===== src/rtl/mover_pkg.sv =====
`default_nettype none
// ============================================================================
// Module : mover_pkg
// Brief  : Shared types and default widths for the register-move sequencer.
// Rev    : 1.0
// ============================================================================
package mover_pkg;

    localparam int DEF_DATA_W = 16;
    localparam int DEF_REG_AW = 3;

    typedef enum logic [1:0] {
        OP_MOV  = 2'd0,
        OP_XCHG = 2'd1,
        OP_LDI  = 2'd2,
        OP_RSVD = 2'd3
    } op_e;

    typedef enum logic [1:0] {
        S_IDLE = 2'd0,
        S_WR1  = 2'd1,
        S_WR2  = 2'd2
    } seq_state_e;

endpackage : mover_pkg
`default_nettype wire


===== src/rtl/regfile_move_sequencer.sv =====
`default_nettype none
// ============================================================================
// Module : regfile_move_sequencer
// Brief  : Sequences MOV/XCHG/LDI onto the register file write port, sharing
//          it with a higher-priority external writer.
// Rev    : 1.0
// ============================================================================
module regfile_move_sequencer
    import mover_pkg::*;
#(
    parameter int DATA_W = DEF_DATA_W,
    parameter int REG_AW = DEF_REG_AW
) (
    input  logic              clk,
    input  logic              reset,
    input  logic              cmd_valid,
    output logic              cmd_ready,
    input  logic [1:0]        cmd_op,
    input  logic [REG_AW-1:0] cmd_src,
    input  logic [REG_AW-1:0] cmd_dst,
    input  logic [DATA_W-1:0] cmd_imm,
    output logic [REG_AW-1:0] rd_id,
    input  logic [DATA_W-1:0] rd_data,
    input  logic              ext_we,
    input  logic [REG_AW-1:0] ext_id,
    input  logic [DATA_W-1:0] ext_data,
    output logic              wr_en,
    output logic [REG_AW-1:0] wr_id,
    output logic [DATA_W-1:0] wr_data,
    output logic              busy
);

    seq_state_e        state, state_d;
    op_e               op_q, op_d;
    logic [REG_AW-1:0] src_q, src_d, dst_q, dst_d;
    logic [DATA_W-1:0] imm_q, imm_d, tmp_q, tmp_d;
    logic              final_wr;
    logic              rd_busy;
    logic              accept;

    always_comb begin
        state_d   = state;
        op_d      = op_q;
        src_d     = src_q;
        dst_d     = dst_q;
        imm_d     = imm_q;
        tmp_d     = tmp_q;
        wr_en     = 1'b0;
        wr_id     = ext_id;
        wr_data   = ext_data;
        cmd_ready = 1'b0;
        busy      = 1'b0;
        final_wr  = 1'b0;
        accept    = 1'b0;

        // The single read port is owned by a MOV/XCHG source read in S_WR1;
        // otherwise it serves the XCHG destination snapshot for the next accept.
        rd_busy = (state == S_WR1) && ((op_q == OP_MOV) || (op_q == OP_XCHG));
        rd_id   = rd_busy ? src_q : cmd_dst;

        if (!reset) begin
            busy = (state != S_IDLE);

            if (ext_we) begin
                wr_en = 1'b1;
            end else begin
                case (state)
                    S_WR1: begin
                        wr_id = dst_q;
                        case (op_q)
                            OP_MOV: begin
                                wr_en    = 1'b1;
                                wr_data  = rd_data;
                                final_wr = 1'b1;
                            end
                            OP_LDI: begin
                                wr_en    = 1'b1;
                                wr_data  = imm_q;
                                final_wr = 1'b1;
                            end
                            OP_XCHG: begin
                                wr_en   = 1'b1;
                                wr_data = rd_data;
                                state_d = S_WR2;
                            end
                            default: final_wr = 1'b1;
                        endcase
                    end
                    S_WR2: begin
                        wr_en    = 1'b1;
                        wr_id    = src_q;
                        wr_data  = tmp_q;
                        final_wr = 1'b1;
                    end
                    default: ;
                endcase
            end

            // An XCHG cannot be taken while a MOV still needs the read port.
            cmd_ready = (state == S_IDLE) ||
                        (final_wr && !(rd_busy && (op_e'(cmd_op) == OP_XCHG)));

            if (final_wr) begin
                state_d = S_IDLE;
            end

            accept = cmd_valid && cmd_ready;
            if (accept) begin
                op_d    = op_e'(cmd_op);
                src_d   = cmd_src;
                dst_d   = cmd_dst;
                imm_d   = cmd_imm;
                // Forward a same-cycle write so the snapshot sees the newest value.
                tmp_d   = (wr_en && (wr_id == cmd_dst)) ? wr_data : rd_data;
                state_d = (op_e'(cmd_op) == OP_RSVD) ? S_IDLE : S_WR1;
            end
        end
    end

    always_ff @(posedge clk) begin
        if (reset) begin
            state <= S_IDLE;
            op_q  <= OP_MOV;
            src_q <= '0;
            dst_q <= '0;
            imm_q <= '0;
            tmp_q <= '0;
        end else begin
            state <= state_d;
            op_q  <= op_d;
            src_q <= src_d;
            dst_q <= dst_d;
            imm_q <= imm_d;
            tmp_q <= tmp_d;
        end
    end

endmodule : regfile_move_sequencer
`default_nettype wire


===== config.mk =====
export PLATFORM = sky130hd
export DESIGN_NAME = regfile_move_sequencer
export DESIGN_NICKNAME = d
export VERILOG_FILES = /design/src/rtl/mover_pkg.sv /design/src/rtl/regfile_move_sequencer.sv
export SDC_FILE = /design/constraint.sdc
export NUM_CORES = 1
export LEC_CHECK = 0
export CAP_MARGIN = 20
export CORE_MARGIN = 2
export CORE_UTILIZATION = 43
export CTS_CLUSTER_SIZE = 40
export DETAILED_ROUTE_END_ITERATION = 8
export GPL_TIMING_DRIVEN = 0
export PLACE_DENSITY = 0.77
export SKIP_LAST_GASP = 1
export SYNTH_ARGS = -nofsm -noshare
export SYNTH_HDL_FRONTEND = slang
export SYNTH_SLANG_ARGS = --single-unit

===== constraint.sdc =====
create_clock -name clk -period 2.3 [get_ports clk]
set_input_delay 0.46 -clock clk [delete_from_list [all_inputs] [get_ports clk]]
set_output_delay 0.46 -clock clk [all_outputs]
set_load 0.02 [all_outputs]

==> results of run 1 <==
==> repair_timing <==
action                                  in CTS  in global routing
pin swaps                                    9                 10
gates cloned                                 2                  0
endpoints found under the setup margin      36                 61
buffers inserted                            16                  5
gates resized for setup                    138                 38
==> flip-flops by register name (all words and copies together) (netlist names) <==
| register | count |
|---|---|
| src_q | 3 |
| dst_q | 3 |
| op_q | 2 |
| state | 2 |
| tmp_q | 16 |
| imm_q | 16 |
==> worst paths after layout <==
kind	startpoint	to	slack [ns]	cells past startpoint
worst max-delay path	state[0]	wr_data[9]	-0.36	8
worst min-delay path	tmp_q[8]	tmp_q[8]	0.46	2
worst max register to register	state[1]	tmp_q[10]	-0.25	11
worst min register to register	tmp_q[8]	tmp_q[8]	0.46	2
==> cells in the final DEF, fill, tap and decap left out, types with 3 or more instances in the layout <==
master / instances
nand3_1: 26
nor2b_4: 3
clkbuf_8: 9
dlygate4sd2_1: 3
dfxtp_1: 40
clkbuf_1: 8
a22oi_1: 4
a31oi_1: 16
a221o_1: 16
buf_6: 21
nor2_1: 9
buf_4: 24
nand2b_1: 17
nand2_1: 3
o32ai_1: 16
nor4_1: 16
buf_2: 9
clkdlybuf4s50_1: 60
nand3b_1: 17
inv_1: 18
clkbuf_2: 8
mux2_2: 5
o21ai_0: 25
mux2_4: 15
a21oi_1: 42
xor2_1: 4
==> critical path, stage by stage, from the launching register on <==
cell	delay, ns
dfxtp_2	0.34
inv_2	0.06
ha_4	0.24
nor2b_4	0.14
and2_4	0.23
buf_8	0.14
a221o_1	0.33
mux2_4	0.27
buf_2	0.16
==> metrics by stage <==
stage / utilization / cell area, µm² / worst slack, ns
finish: 0.652 / 4360 / -0.359
global route: 0.652 / 4360 / -0.404
CTS: 0.642 / 4290 / -0.358
detailed placement: 0.591 / 3950 / -1.19
global placement: 0.591 / 3950 / -1.16
floorplan: - / 2990 / -0.0273
==> cells by family (layout without fill, tap and decap cells) <==
group,Yosys count,count (layout),synth area share
AOI/OAI and AO/OA,128,128,0.291
xor gates and xnor gates,6,6,0.0307
adders and majority gates,4,4,0.0171
buffers and inverters,57,171,0.0964
DFF,42,42,0.287
muxes,20,20,0.0781
and+or+nand+nor,98,98,0.201
==> final cells by class <==
cell class / count / share of cell area
Timing Repair Buffer: 109 / 0.236
Multi-Input combinational cell: 256 / 0.445
Sequential cell: 42 / 0.194
Inverter: 20 / 0.0178
Clock buffer: 5 / 0.0158
Tap cell: 80 / 0.0230
Buffer: 34 / 0.0598
Clock inverter: 3 / 0.00919
==> report_power, final <==
group | leakage (µW) | total [µW] | switching (µW) | internal (µW)
Sequential | 0.000346 | 811 | 30.7 | 781
Clock | 0.0000579 | 586 | 266 | 320
Combinational | 0.00126 | 819 | 409 | 409
==> per-layer routing <==
layer,global-route usage,part of all wire
met5,0,0
met4,0.115,0.023
met3,0.0486,0.083
met2,0.420,0.48
met1,0.324,0.41
==> results_dict.tcl, run 1 <==
set metrics [dict create \
    status "finished, violations left" \
    violations "negative setup slack" \
    antenna_found_initial 0 \
    routed_via_density 6.13 \
    drc 0 \
    wl_per_cell_um 18.0 \
    die_width_um 86.6 \
    synth_top_area_cell "dfxtp_1" \
    required_ns 1.84 \
    drt_iter0_drc 319 \
    cts_hold_buffers 0 \
    synthTopCellsByArea "dfxtp_1, a21oi_1, mux2_2, a221o_1, o32ai_1" \
    crit_path_max_fanout 7 \
    ys.flop_type "dfxtp_1" \
    grt_pass1_vias 3167 \
    final_cell_count_no_fill 549 \
    synth_cell_types 41 \
    finalHoldViolCount 0 \
    rsz0062_at_grt "true" \
    dieArea_mm2 0.00750 \
    multi_input_area_mm2 0.00194 \
    root_buffer "clkbuf_8" \
    syn_avg_cell_area_um2 8.26 \
    holdWs_ns 0.460 \
    ys_seq_area_frac 0.287 \
    powerDensity_mw_per_mm2 509 \
    drive_gt1_frac 0.256 \
    finalSetupViolations 34 \
    num_antenna_cells 0 \
    regArea_um2 843 \
    grt-ovfl-total 0 \
    port_buffers 86 \
    fin_tns_setup_ns -9.20 \
    ys_async_sr_fraction 0 \
    cts_sinks 42 \
    syn-num-nets 422 \
    nets 535 \
    dp.cells 521 \
    maxSlewViolCount 0 \
    cts_tree "built" \
    grt_pass1_wl_um 15100 \
    fill_cells 570 \
    grt_max_degree 20 \
    ios 88 \
    synth_seq_cells 42 \
    period_minus_slack_ns 2.66 \
    clk_latency_ns 0.30 \
    yosysMostFrequentCell "a21oi_1" \
    drt_wl_total_um 9860 \
    htree_num_levels 2 \
    worst_slew_pin_slew_ns 0.476 \
    place.gp.congestion 0.887 \
    skew_ns 0.00864 \
    max_cap_viol_count 0 \
    synth_top_area_frac 0.287 \
    cts_buffer_depth 2 \
    synth-edff-count 0 \
    setup_slack_ns -0.359 \
    crit_type "reg2out" \
    yosys_warnings 0 \
    core_mm2 0.00668 \
    synth_area_mm2 0.00293 \
    vias 3368 \
    post-route-period-util 1.16 \
    ir_drop_v 0.000309 \
    critPathCaptureType "output port" \
    cts_made_buffers 5 \
    p_leak_uw 0.00167 \
    path_clk_slew_ns 0.08 \
    drt-pass1-iter-count 5 \
    initial_core_util 0.439 \
    finalPower_uw 2220 \
    ys_top_cells_by_count "a21oi_1, dfxtp_1, nand3_1" \
    min_path_type "reg2reg" \
    slew_headroom 0.683 \
    start_kind "register" \
    die_h_um 86.6 \
    cp_data_arrival_time_ns 2.20 \
    syn_inst 355 \
    fmaxAchievable_ghz 0.376 \
    post-dp-hpwl_um 6710 \
    ant_nets 0 \
    grt_usage 0.255 \
    num_rows 30 \
    area_growth_pct 48.5 \
]
Note: power is estimated with default switching activity, not from simulation.
==> run 2, diff against run 1 <==
- PLACE_DENSITY: 0.77 -> 0.85
==> results_dict.tcl, run 2 (same netlist as run 1, synthesis figures left out) <==
set metrics [dict create \
    antenna_found_initial 0 \
    drt_wl_total_um 11100 \
    status "finished, violations left" \
    crit_family "buffers and inverters" \
    htree_num_levels 2 \
    p_int_uw 1590 \
    cts_hold_buffers 0 \
    holdWs_ns 0.464 \
    area_growth_pct 60.8 \
    slew_headroom 0.660 \
    die_h_um 86.6 \
    core_mm2 0.00668 \
    die_width_um 86.6 \
    crit_buf_inv 3 \
    grt_usage 0.276 \
    regArea_um2 843 \
    slowest_stage "dfxtp_2" \
    ir_drop_v 0.000282 \
    cts_tree "built" \
    grt_pass1_vias 3442 \
    placed_cell_area_mm2 0.00395 \
    cts_made_buffers 5 \
    maxSlewViolCount 0 \
    min_path_type "reg2reg" \
    vias 3568 \
    period_minus_slack_ns 2.73 \
    grt_pass1_wl_um 16400 \
    combPwrFrac 0.401 \
    cts_sinks 42 \
    initial_core_util 0.439 \
    netSwitchingFraction 0.326 \
    fmaxAchievable_ghz 0.366 \
    start_kind "register" \
    post-route-period-util 1.19 \
    cp_data_arrival_time_ns 2.27 \
    worst_slew_pin_slew_ns 0.509 \
    drive_gt1_frac 0.319 \
    final_cell_mix "clkdlybuf4s50_1, a21oi_1, dfxtp_1" \
    port_buffers 86 \
    place.gp.congestion 0.876 \
    multi_input_area_mm2 0.00208 \
    finalSetupViolations 35 \
    finalHoldViolCount 0 \
    cts_buffer_depth 2 \
    violations "negative setup slack" \
    drc 0 \
    rsz0062_at_grt "true" \
    clockPowerShare 0.254 \
    critPathCaptureType "output port" \
    final_common_cell "clkdlybuf4s50_1" \
    num_antenna_cells 0 \
    required_ns 1.84 \
    clk_latency_ns 0.30 \
    skew_ns 0.00390 \
    wl_per_cell_um 19.6 \
    num_rows 30 \
    p_sw_uw 766 \
    routed_via_density 6.30 \
    root_buffer "clkbuf_8" \
    fin_area_mm2 0.00471 \
    dieArea_mm2 0.00750 \
    pwr-share-seq 0.345 \
    drt_iter0_drc 323 \
    cp_cell_sequence "inv_4 -> ha_4 -> nor2b_4 -> nand2_4 -> clkbuf_8 -> a221o_1 -> mux2_4 -> buf_2" \
    fill_cells 478 \
    nets 552 \
    crit_path_max_fanout 7 \
    cpPeakStageDelay_ns 0.37 \
    drt-pass1-iter-count 5 \
    max_cap_viol_count 0 \
    grt-ovfl-total 0 \
    setup_slack_ns -0.429 \
    path_clk_slew_ns 0.08 \
    ios 88 \
    crit_type "reg2out" \
    powerDensity_mw_per_mm2 499 \
    reg_top3 "imm_q x16, tmp_q x16" \
    p_leak_uw 0.00181 \
    post-dp-hpwl_um 6640 \
    ant_nets 0 \
    grt_max_degree 20 \
]
==> run 2: changes by cell type in the layout (fill, tap and decap cells not counted), sizes merged <==
cell | before | now
clkbuf | 26 | 27
clkinv | 2 | 0
buf | 59 | 76
bufbuf | 0 | 1
dlygate4sd2 | 3 | 2
clkinvlp | 0 | 1
==> run 2: path summary, 6_finish.rpt <==
kind	from	end	slack, ns	cells after the start
max	state[1]	wr_data[12]	-0.43	8
min reg2reg	tmp_q[0]	tmp_q[0]	0.46	2
min	tmp_q[0]	tmp_q[0]	0.46	2
max reg2reg	state[1]	tmp_q[7]	-0.23	11
==> run 2: layout make-up <==
class                      count  share of cell area
timing repair buffer         127               0.257
buffer                        33              0.0621
clock inverter                 2             0.00796
multi-input combinational    256               0.441
clock buffer                   6              0.0154
inverter                      20              0.0165
sequential                    42               0.179
tap                           80              0.0212
==> run 2: per-stage QoR <==
step                      power (µW)  TNS [ns]   util  worst slack [ns]  cells
after floorplan                 1250    -0.273      -           -0.0273    355
after global placement          1540    -28.82  0.591             -1.16    521
after detailed placement        1550    -30.44  0.591             -1.16    521
after CTS                       2240     -6.32  0.673            -0.394    554
after global routing            2440    -11.63  0.706            -0.512    566
final                           2350     -9.10  0.706            -0.429    566
==> run 2: what timing repair did <==
item | 4_1_cts | 5_1_grt
setup buffers | 27 | 13
endpoints found under the setup margin | 36 | 51
pin swaps | 11 | 9
resized for setup | 157 | 56
cloned | 2 | 1
==> run 2: per-layer routing <==
layer / share of wire / wire length [µm] / up-vias / global-route usage
met5: 0 / 0 / - / 0
met4: 0.031 / 338 / 0 / 0.0994
met3: 0.095 / 1050 / 44 / 0.0676
met2: 0.49 / 5460 / 246 / 0.474
met1: 0.38 / 4230 / 1677 / 0.334
li1: - / - / 1601 / -
==> run 2: power by group through the flow <==
stage	Combinational (µW)	Clock (µW)	Sequential (µW)
after floorplan	437	0	817
after global placement	715	0	824
after detailed placement	726	0	827
after CTS	842	587	809
after global routing	986	641	816
final	944	597	812
==> run 2: worst register-to-register path: stages (launching register included) <==
cell	delay [ns]
dfxtp_2	0.37
inv_4	0.05
ha_4	0.23
nor2b_4	0.14
buf_4	0.14
buf_6	0.13
buf_4	0.14
nor3_2	0.29
a31o_2	0.22
buf_2	0.27
a31oi_1	0.13
o32ai_1	0.32
